**src/rtl/pipe_stage_skid.sv**
```systemverilog
// Pipeline stage register with valid/ready handshake, a 2-entry skid buffer, flush and NOP
// control insertion whenever the stage holds no valid word.
module pipe_stage_skid #(
  parameter int unsigned            PC_W     = 32,
  parameter logic [PC_W-1:0]        PC_RST   = PC_W'(32'h0040_0000),
  parameter int unsigned            DATA_W   = 128,
  parameter int unsigned            CTRL_W   = 16,
  parameter logic [CTRL_W-1:0]      NOP_CTRL = '0
) (
  input  logic              clk,
  input  logic              reset,
  input  logic              flush,
  input  logic              in_valid,
  output logic              in_ready,
  input  logic [PC_W-1:0]   in_pc,
  input  logic [DATA_W-1:0] in_data,
  input  logic [CTRL_W-1:0] in_ctrl,
  output logic              out_valid,
  input  logic              out_ready,
  output logic [PC_W-1:0]   out_pc,
  output logic [DATA_W-1:0] out_data,
  output logic [CTRL_W-1:0] out_ctrl,
  output logic [1:0]        occupancy
);

  typedef enum logic [1:0] {StEmpty, StOne, StFull} state_e;

  state_e              state_q, state_d;
  logic                in_ready_q;
  logic [PC_W-1:0]     main_pc_q, skid_pc_q;
  logic [DATA_W-1:0]   main_data_q, skid_data_q;
  logic [CTRL_W-1:0]   main_ctrl_q, skid_ctrl_q;

  logic accept, pop;
  logic load_main_in, load_main_skid, load_skid, force_nop;

  assign accept = in_valid & in_ready_q;
  assign pop    = out_valid & out_ready;

  always_comb begin
    state_d        = state_q;
    load_main_in   = 1'b0;
    load_main_skid = 1'b0;
    load_skid      = 1'b0;
    force_nop      = 1'b0;
    unique case (state_q)
      StEmpty: begin
        if (accept) begin
          load_main_in = 1'b1;
          state_d      = StOne;
        end
      end
      StOne: begin
        if (accept && pop) begin
          load_main_in = 1'b1;
        end else if (accept) begin
          load_skid = 1'b1;
          state_d   = StFull;
        end else if (pop) begin
          force_nop = 1'b1;
          state_d   = StEmpty;
        end
      end
      StFull: begin
        if (pop) begin
          load_main_skid = 1'b1;
          state_d        = StOne;
        end
      end
      default: state_d = StEmpty;
    endcase
    // Flush drops the incoming word and both entries; pc/data keep their last value.
    if (flush) begin
      state_d        = StEmpty;
      load_main_in   = 1'b0;
      load_main_skid = 1'b0;
      load_skid      = 1'b0;
      force_nop      = 1'b1;
    end
  end

  always_ff @(posedge clk) begin
    if (reset) begin
      state_q     <= StEmpty;
      in_ready_q  <= 1'b1;
      main_pc_q   <= PC_RST;
      main_data_q <= '0;
      main_ctrl_q <= NOP_CTRL;
      skid_pc_q   <= '0;
      skid_data_q <= '0;
      skid_ctrl_q <= NOP_CTRL;
    end else begin
      state_q    <= state_d;
      in_ready_q <= (state_d != StFull);
      if (load_main_in) begin
        main_pc_q   <= in_pc;
        main_data_q <= in_data;
        main_ctrl_q <= in_ctrl;
      end else if (load_main_skid) begin
        main_pc_q   <= skid_pc_q;
        main_data_q <= skid_data_q;
        main_ctrl_q <= skid_ctrl_q;
      end else if (force_nop) begin
        main_ctrl_q <= NOP_CTRL;
      end
      if (load_skid) begin
        skid_pc_q   <= in_pc;
        skid_data_q <= in_data;
        skid_ctrl_q <= in_ctrl;
      end
    end
  end

  always_comb begin
    occupancy = 2'd0;
    unique case (state_q)
      StEmpty: occupancy = 2'd0;
      StOne:   occupancy = 2'd1;
      StFull:  occupancy = 2'd2;
      default: occupancy = 2'd0;
    endcase
  end

  assign in_ready  = in_ready_q;
  assign out_valid = (state_q != StEmpty);
  assign out_pc    = main_pc_q;
  assign out_data  = main_data_q;
  assign out_ctrl  = main_ctrl_q;

endmodule
```
**config.mk**
```make
export PLATFORM = sky130hd
export DESIGN_NAME = pipe_stage_skid
export DESIGN_NICKNAME = d
export VERILOG_FILES = /design/src/rtl/pipe_stage_skid.sv
export SDC_FILE = /design/constraint.sdc
export NUM_CORES = 1
export LEC_CHECK = 0
export ABC_AREA = 1
export BUFFER_PORTS_ARGS = -buffer_cell sky130_fd_sc_hd__clkbuf_2
export CORE_MARGIN = 2
export CORE_UTILIZATION = 48
export DETAILED_ROUTE_END_ITERATION = 8
export PLACE_DENSITY_LB_ADDON = 0.2
export SYNTH_ARGS = -nofsm -noshare
export SYNTH_HDL_FRONTEND = slang
export SYNTH_SLANG_ARGS = --single-unit
export TNS_END_PERCENT = 20
```
**constraint.sdc**
```tcl
create_clock -name clk -period 1.51 [get_ports clk]
set_clock_uncertainty 0.05 [all_clocks]
set_input_delay 0 -clock clk [delete_from_list [all_inputs] [get_ports clk]]
set_output_delay 0 -clock clk [all_outputs]
set_load 0.01 [all_outputs]
```
[Word level (Yosys, flattened, before mapping)]
Cells that the tools add are included.
Storage, ports and cells
  register bits: 355
  bits of input ports: 181
  output and inout bits: 180
  word-level logic and storage cells: 47
Cells by class
  equality and inequality tests: 3
  multiplexer cells: 29
  bitwise operators: 2
  reductions and logical operators: 5
Operators by type and width (count)
  128-bit 2-to-1 mux: 2
  32-bit 2-to-1 mux: 2
  16-bit 2-to-1 mux: 3
  1-bit 2-to-1 mux: 13
  2-bit 2-to-1 mux: 6
  2-bit one-hot mux with 3 select lines: 1
  2-bit one-hot mux with 2 select lines: 1
  2-bit nonzero test: 2
  3-bit nonzero test: 1
  1-bit AND: 2
  2-bit by 1-bit equality test with 1-bit output (second input constant): 1
  2-bit equality test (second input constant): 1
  2-bit zero test: 1
  2-bit != test (second input constant): 1
  1-bit one-hot mux with 2 select lines: 1
  1-bit logical AND: 1

[Longest topological paths before layout]
  word-level depth: 10
  mapped depth: 10

[Worst setup path after synthesis]
No wires, ideal clock.
  path kind: reg-to-reg
  start: reg in_ready_q (netlist: in_ready)
  end: reg main_data_q[52] (netlist: out_data[52])
  library setup time: 0.074 ns
  arrival time: 1.395 ns
  setup slack: -0.009 ns
  cell stages (with the launch flop): 7
  buffers on the path: 2
  clock period less this slack: 1.519 ns
  cell sequence: dfxtp_1 nand2_1 inv_2 clkbuf_1 clkbuf_1 nand4_1 a31oi_1
Between the ends
  cells in the longest elaborated chain, start to end: 6
  elaborated cells between the ends (all ways): 8
  classes of those cells: mux: 5; bitwise: 1; reduce/logical: 2
Ends and longest elaborated chain
  from (decl): RTL line 29  | logic in_ready_q;
  from (signal assigned): RTL line 94  | in_ready_q <= (state_d != StFull);
  1-bit AND *: RTL line 37  | assign accept = in_valid & in_ready_q;
  1-bit logical AND: RTL line 54  | if (accept && pop) begin
  1-bit 2-to-1 mux: RTL line 54
  1-bit one-hot mux with 2 select lines *: RTL line 46  | unique case (state_q)
  1-bit 2-to-1 mux *: RTL line 73  | if (flush) begin
  128-bit 2-to-1 mux / 2-bit nonzero test (equally long branches)
  to (signal assigned): RTL line 97  | main_data_q <= in_data;
  to (signal assigned): RTL line 101  | main_data_q <= skid_data_q;
  to (decl): RTL line 31  | logic [DATA_W-1:0] main_data_q, skid_data_q;
Mark *: on every way between the ends. The rest lies on a longest branch, timed or not.
A chain may end at the register's enable or synchronous reset.

[Final worst setup path]
  start: reg state_q[0]
  end: reg main_data_q[100] (netlist: out_data[100])
Between the ends
  cells in the longest elaborated chain, start to end: 7
  elaborated cells between the ends (all ways): 14
  classes of those cells: eq/ne: 2; mux: 7; bitwise: 1; reduce/logical: 4
Ends and longest elaborated chain
  from (decl): RTL line 28  | state_e state_q, state_d;
  from (signal assigned): RTL line 84  | state_q <= StEmpty;
  from (signal assigned): RTL line 93  | state_q <= state_d;
  2-bit nonzero test: RTL line 125  | assign out_valid = (state_q != StEmpty);
  1-bit AND: RTL line 38  | assign pop = out_valid & out_ready;
  1-bit logical AND: RTL line 54
  1-bit 2-to-1 mux: RTL line 54
  1-bit one-hot mux with 2 select lines: RTL line 46
  1-bit 2-to-1 mux: RTL line 73
  128-bit 2-to-1 mux / 2-bit nonzero test (equally long branches)
Parallel ways exist; a longest one is shown, timed or not.

==> flow_metrics.env <==
export IMPL_clockBufferDepth=3
export IMPL_nets=2699
export IMPL_numClockSinks=355
export IMPL_grt_overflow_total=0
export IMPL_synth_xor_area_share_pct=0
export IMPL_syn_cell_area_mm2=0.0149
export IMPL_cp_required_ns=1.87
export IMPL_crit_type="reg -> reg"
export IMPL_synth_seq_cells=355
export IMPL_cts_root_buffer="clkbuf_16"
export IMPL_p_leak_nw=9.51
export IMPL_crit_buf_inv=4
export IMPL_ant_nets=0
export IMPL_dp_cells=2675
export IMPL_core_mm2=0.0306
export IMPL_synthesis_instances=2021
export IMPL_tns_ns=-0.325
export IMPL_violations="setup timing"
export IMPL_placed_area_mm2=0.0178
export IMPL_drt_iter0_markers=1448
export IMPL_start_util_pct=48.8
export IMPL_tightest_slew_ns=0.416
export IMPL_fmax_ghz=0.637
export IMPL_syn_nets=2202
export IMPL_crit_family="simple AND/OR/NAND/NOR gates"
export IMPL_grt_pass1_wl_um=77400
export IMPL_io_buffers=360
export IMPL_clkTransAtPathRegs_ns=0.06
export IMPL_powerDensity_mw_per_mm2=1040
export IMPL_place_ws_ns=-0.122
export IMPL_die_h_um=180
export IMPL_setup_slack_ns=-0.0597
export IMPL_via_per_inst=5.59
export IMPL_grt_max_degree=79
export IMPL_synth_cell_types=22
export IMPL_slowest_delay_ns=0.33
export IMPL_slowest_stage="dfxtp_2"
export IMPL_synth_simple_gate_area_share_pct=24.0
export IMPL_outcome="finished with violations"
export IMPL_cts_buffers=39
export IMPL_rows=64
export IMPL_synthAdderAreaFrac_pct=0
export IMPL_worstSetupEndpointType="flip-flop"
export IMPL_hold_path_class="in -> reg"
export IMPL_setup_viol=23
export IMPL_antennaDiodeCount=0
export IMPL_finalMaxSlewViolations=0
export IMPL_die_x_um=180
export IMPL_die_area_mm2=0.0325
export IMPL_grt_pass1_vias=15228
export IMPL_cp_max_fo=25
export IMPL_n_fill_cell=2327
export IMPL_fin_crit_ns=1.57
export IMPL_num_io_pins=361
export IMPL_wl_per_cell_um=17.3
export IMPL_crit_path_start_kind="flip-flop"
export IMPL_power_mw=22.6
export IMPL_synthMuxAreaShare_pct=0
export IMPL_slew_headroom_pct=72.3
export IMPL_synth_top_family_by_area="simple AND/OR/NAND/NOR gates"
export IMPL_clk_latency_ns=0.52
export IMPL_syn_avg_cell_area_um2=7.38
export IMPL_drt_total_wl_um=50900
export IMPL_cp_arrival_ns=1.93
export IMPL_hold_viol=0
export IMPL_drv_cap=0
export IMPL_yosysWarnings=0
export IMPL_antenna_found_initial=0
export IMPL_firstDrtPassIters=7
export IMPL_gp_congestion=0.853
export IMPL_track_usage_pct=28.6
export IMPL_finalNonFillerCells=2939
export IMPL_tritoncts="yes"
export IMPL_crit_chain="buf_12, nor2_4, nand2_8, buf_6, buf_12, nand3_1, nand3_2, nand2_1, inv_1"
export IMPL_cts_htree_levels=2
export IMPL_drc=0
export IMPL_rsz0062_at_grt="yes"
export IMPL_finalCritPeriodShare_pct=104
export IMPL_synth_seq_area_share_pct=47.6
export IMPL_vdd_ir_drop_worst_v=0.00118
export IMPL_crit_path_frequent_cell="buf_12"
export IMPL_synth_compound_area_share_pct=15.8
export IMPL_fin_area_mm2=0.0216
export IMPL_vias=16439
export IMPL_area_growth_pct=44.9
export IMPL_dp_hpwl_um=28900
export IMPL_layout_drive_gt1_share_pct=24.5
-- sequential cells by signal (all words and copies together) (netlist names) --
name	cells
state_q	2
in_ready	1
skid_data_q	128
out_pc	32
skid_ctrl_q	16
skid_pc_q	32
out_ctrl	16
out_data	128
-- tightest hold or removal path, stage by stage --
cell	delay, ns
clkbuf_2	0.11
nand4_1	0.09
nand2_1	0.09
nor2_2	0.05
buf_12	0.16
nor2_1	0.11
nor2_1	0.05
-- area by class of cell --
type / count / area, µm² / area share [%]
clock inverter: 9 / 124 / 0.573
sequential: 355 / 7110 / 32.9
timing repair buffer: 646 / 5290 / 24.4
clock buffer: 57 / 1210 / 5.58
multi-input combinational: 1194 / 6330 / 29.2
inverter: 282 / 1080 / 5.00
tap: 396 / 495 / 2.29
-- per-stage QoR --
step	utilization [%]	hold WS, ns
floorplan	-	0.122
global placement	58.1	0.231
detailed placement	58.1	0.243
CTS	68.8	0.0899
global route	70.7	0.159
finish	70.7	0.141
-- routing by layer --
layer	share of wire, %	track usage (%)	vias to the layer above
met5	0	0	-
met4	4.4	13.4	0
met3	7.7	4.35	169
met2	48	47.4	834
met1	40	36.6	7597
li1	-	-	7839
-- final timing paths --
kind | startpoint | to | slack [ns] | depth (start not counted)
hold / removal | out_ready | out_ctrl[4] | 0.14 | 7
hold reg to reg | skid_data_q[0] | skid_data_q[0] | 0.39 | 2
setup / recovery | state_q[0] | out_data[100] | -0.06 | 9
setup reg to reg | state_q[0] | out_data[100] | -0.06 | 9
-- kinds of logic after synthesis --
logic type | count (synthesis)
AOI/OAI and AO/OA | 450
and+or+nand+nor | 744
DFF | 355
buffers and inverters | 472
-- cell usage in the layout, fill, tap and decap left out, drive strengths merged --
cell         count
a21oi          177
a31oi           77
buf             98
bufinv           3
clkbuf         424
clkinv           6
dfxtp          355
dlygate4sd3    181
inv            282
nand2          283
nand3          245
nand4          177
nor2            37
nor3             1
o2111ai          1
o21ai          195
or2              1
-- what timing repair did --
item,CTS,global route
endpoints found under the setup margin,340,300
pin swaps,2,15
gates cloned,2,8
hold buffers,181,0
setup buffers,5,3
endpoints found under the hold margin,355,0
resized for setup,19,170
-- synth_stat cells --
| library cell | count | share of area, % |
|---|---|---|
| dfxtp_1 | 355 | 48 |
| nor2_4 | 1 | 0.075 |
| a31oi_1 | 77 | 3.2 |
| buf_2 | 74 | 2.5 |
| nand2_1 | 280 | 7.0 |
| buf_4 | 6 | 0.30 |
| a21oi_1 | 177 | 5.9 |
| nand2_2 | 3 | 0.13 |
| buf_1 | 22 | 0.55 |
| nor2_2 | 3 | 0.13 |
| o21ai_0 | 137 | 4.6 |
| or2_2 | 1 | 0.042 |
| nand4_1 | 177 | 7.4 |
| nand3_2 | 2 | 0.13 |
| nand3_1 | 243 | 8.1 |
| nor2_1 | 33 | 0.83 |
| o2111ai_1 | 1 | 0.059 |
| nor3_1 | 1 | 0.034 |
| o21ai_1 | 58 | 1.9 |
| inv_2 | 3 | 0.075 |
| inv_1 | 279 | 7.0 |
| clkbuf_1 | 88 | 2.2 |
-- report_power, final --
part | internal [mW] | switching, mW | total [mW]
Combinational | 1.28 | 1.53 | 2.81
Clock | 6.02 | 3.78 | 9.81
Sequential | 9.72 | 0.221 | 9.94
Power figures use the tool's default switching activity.
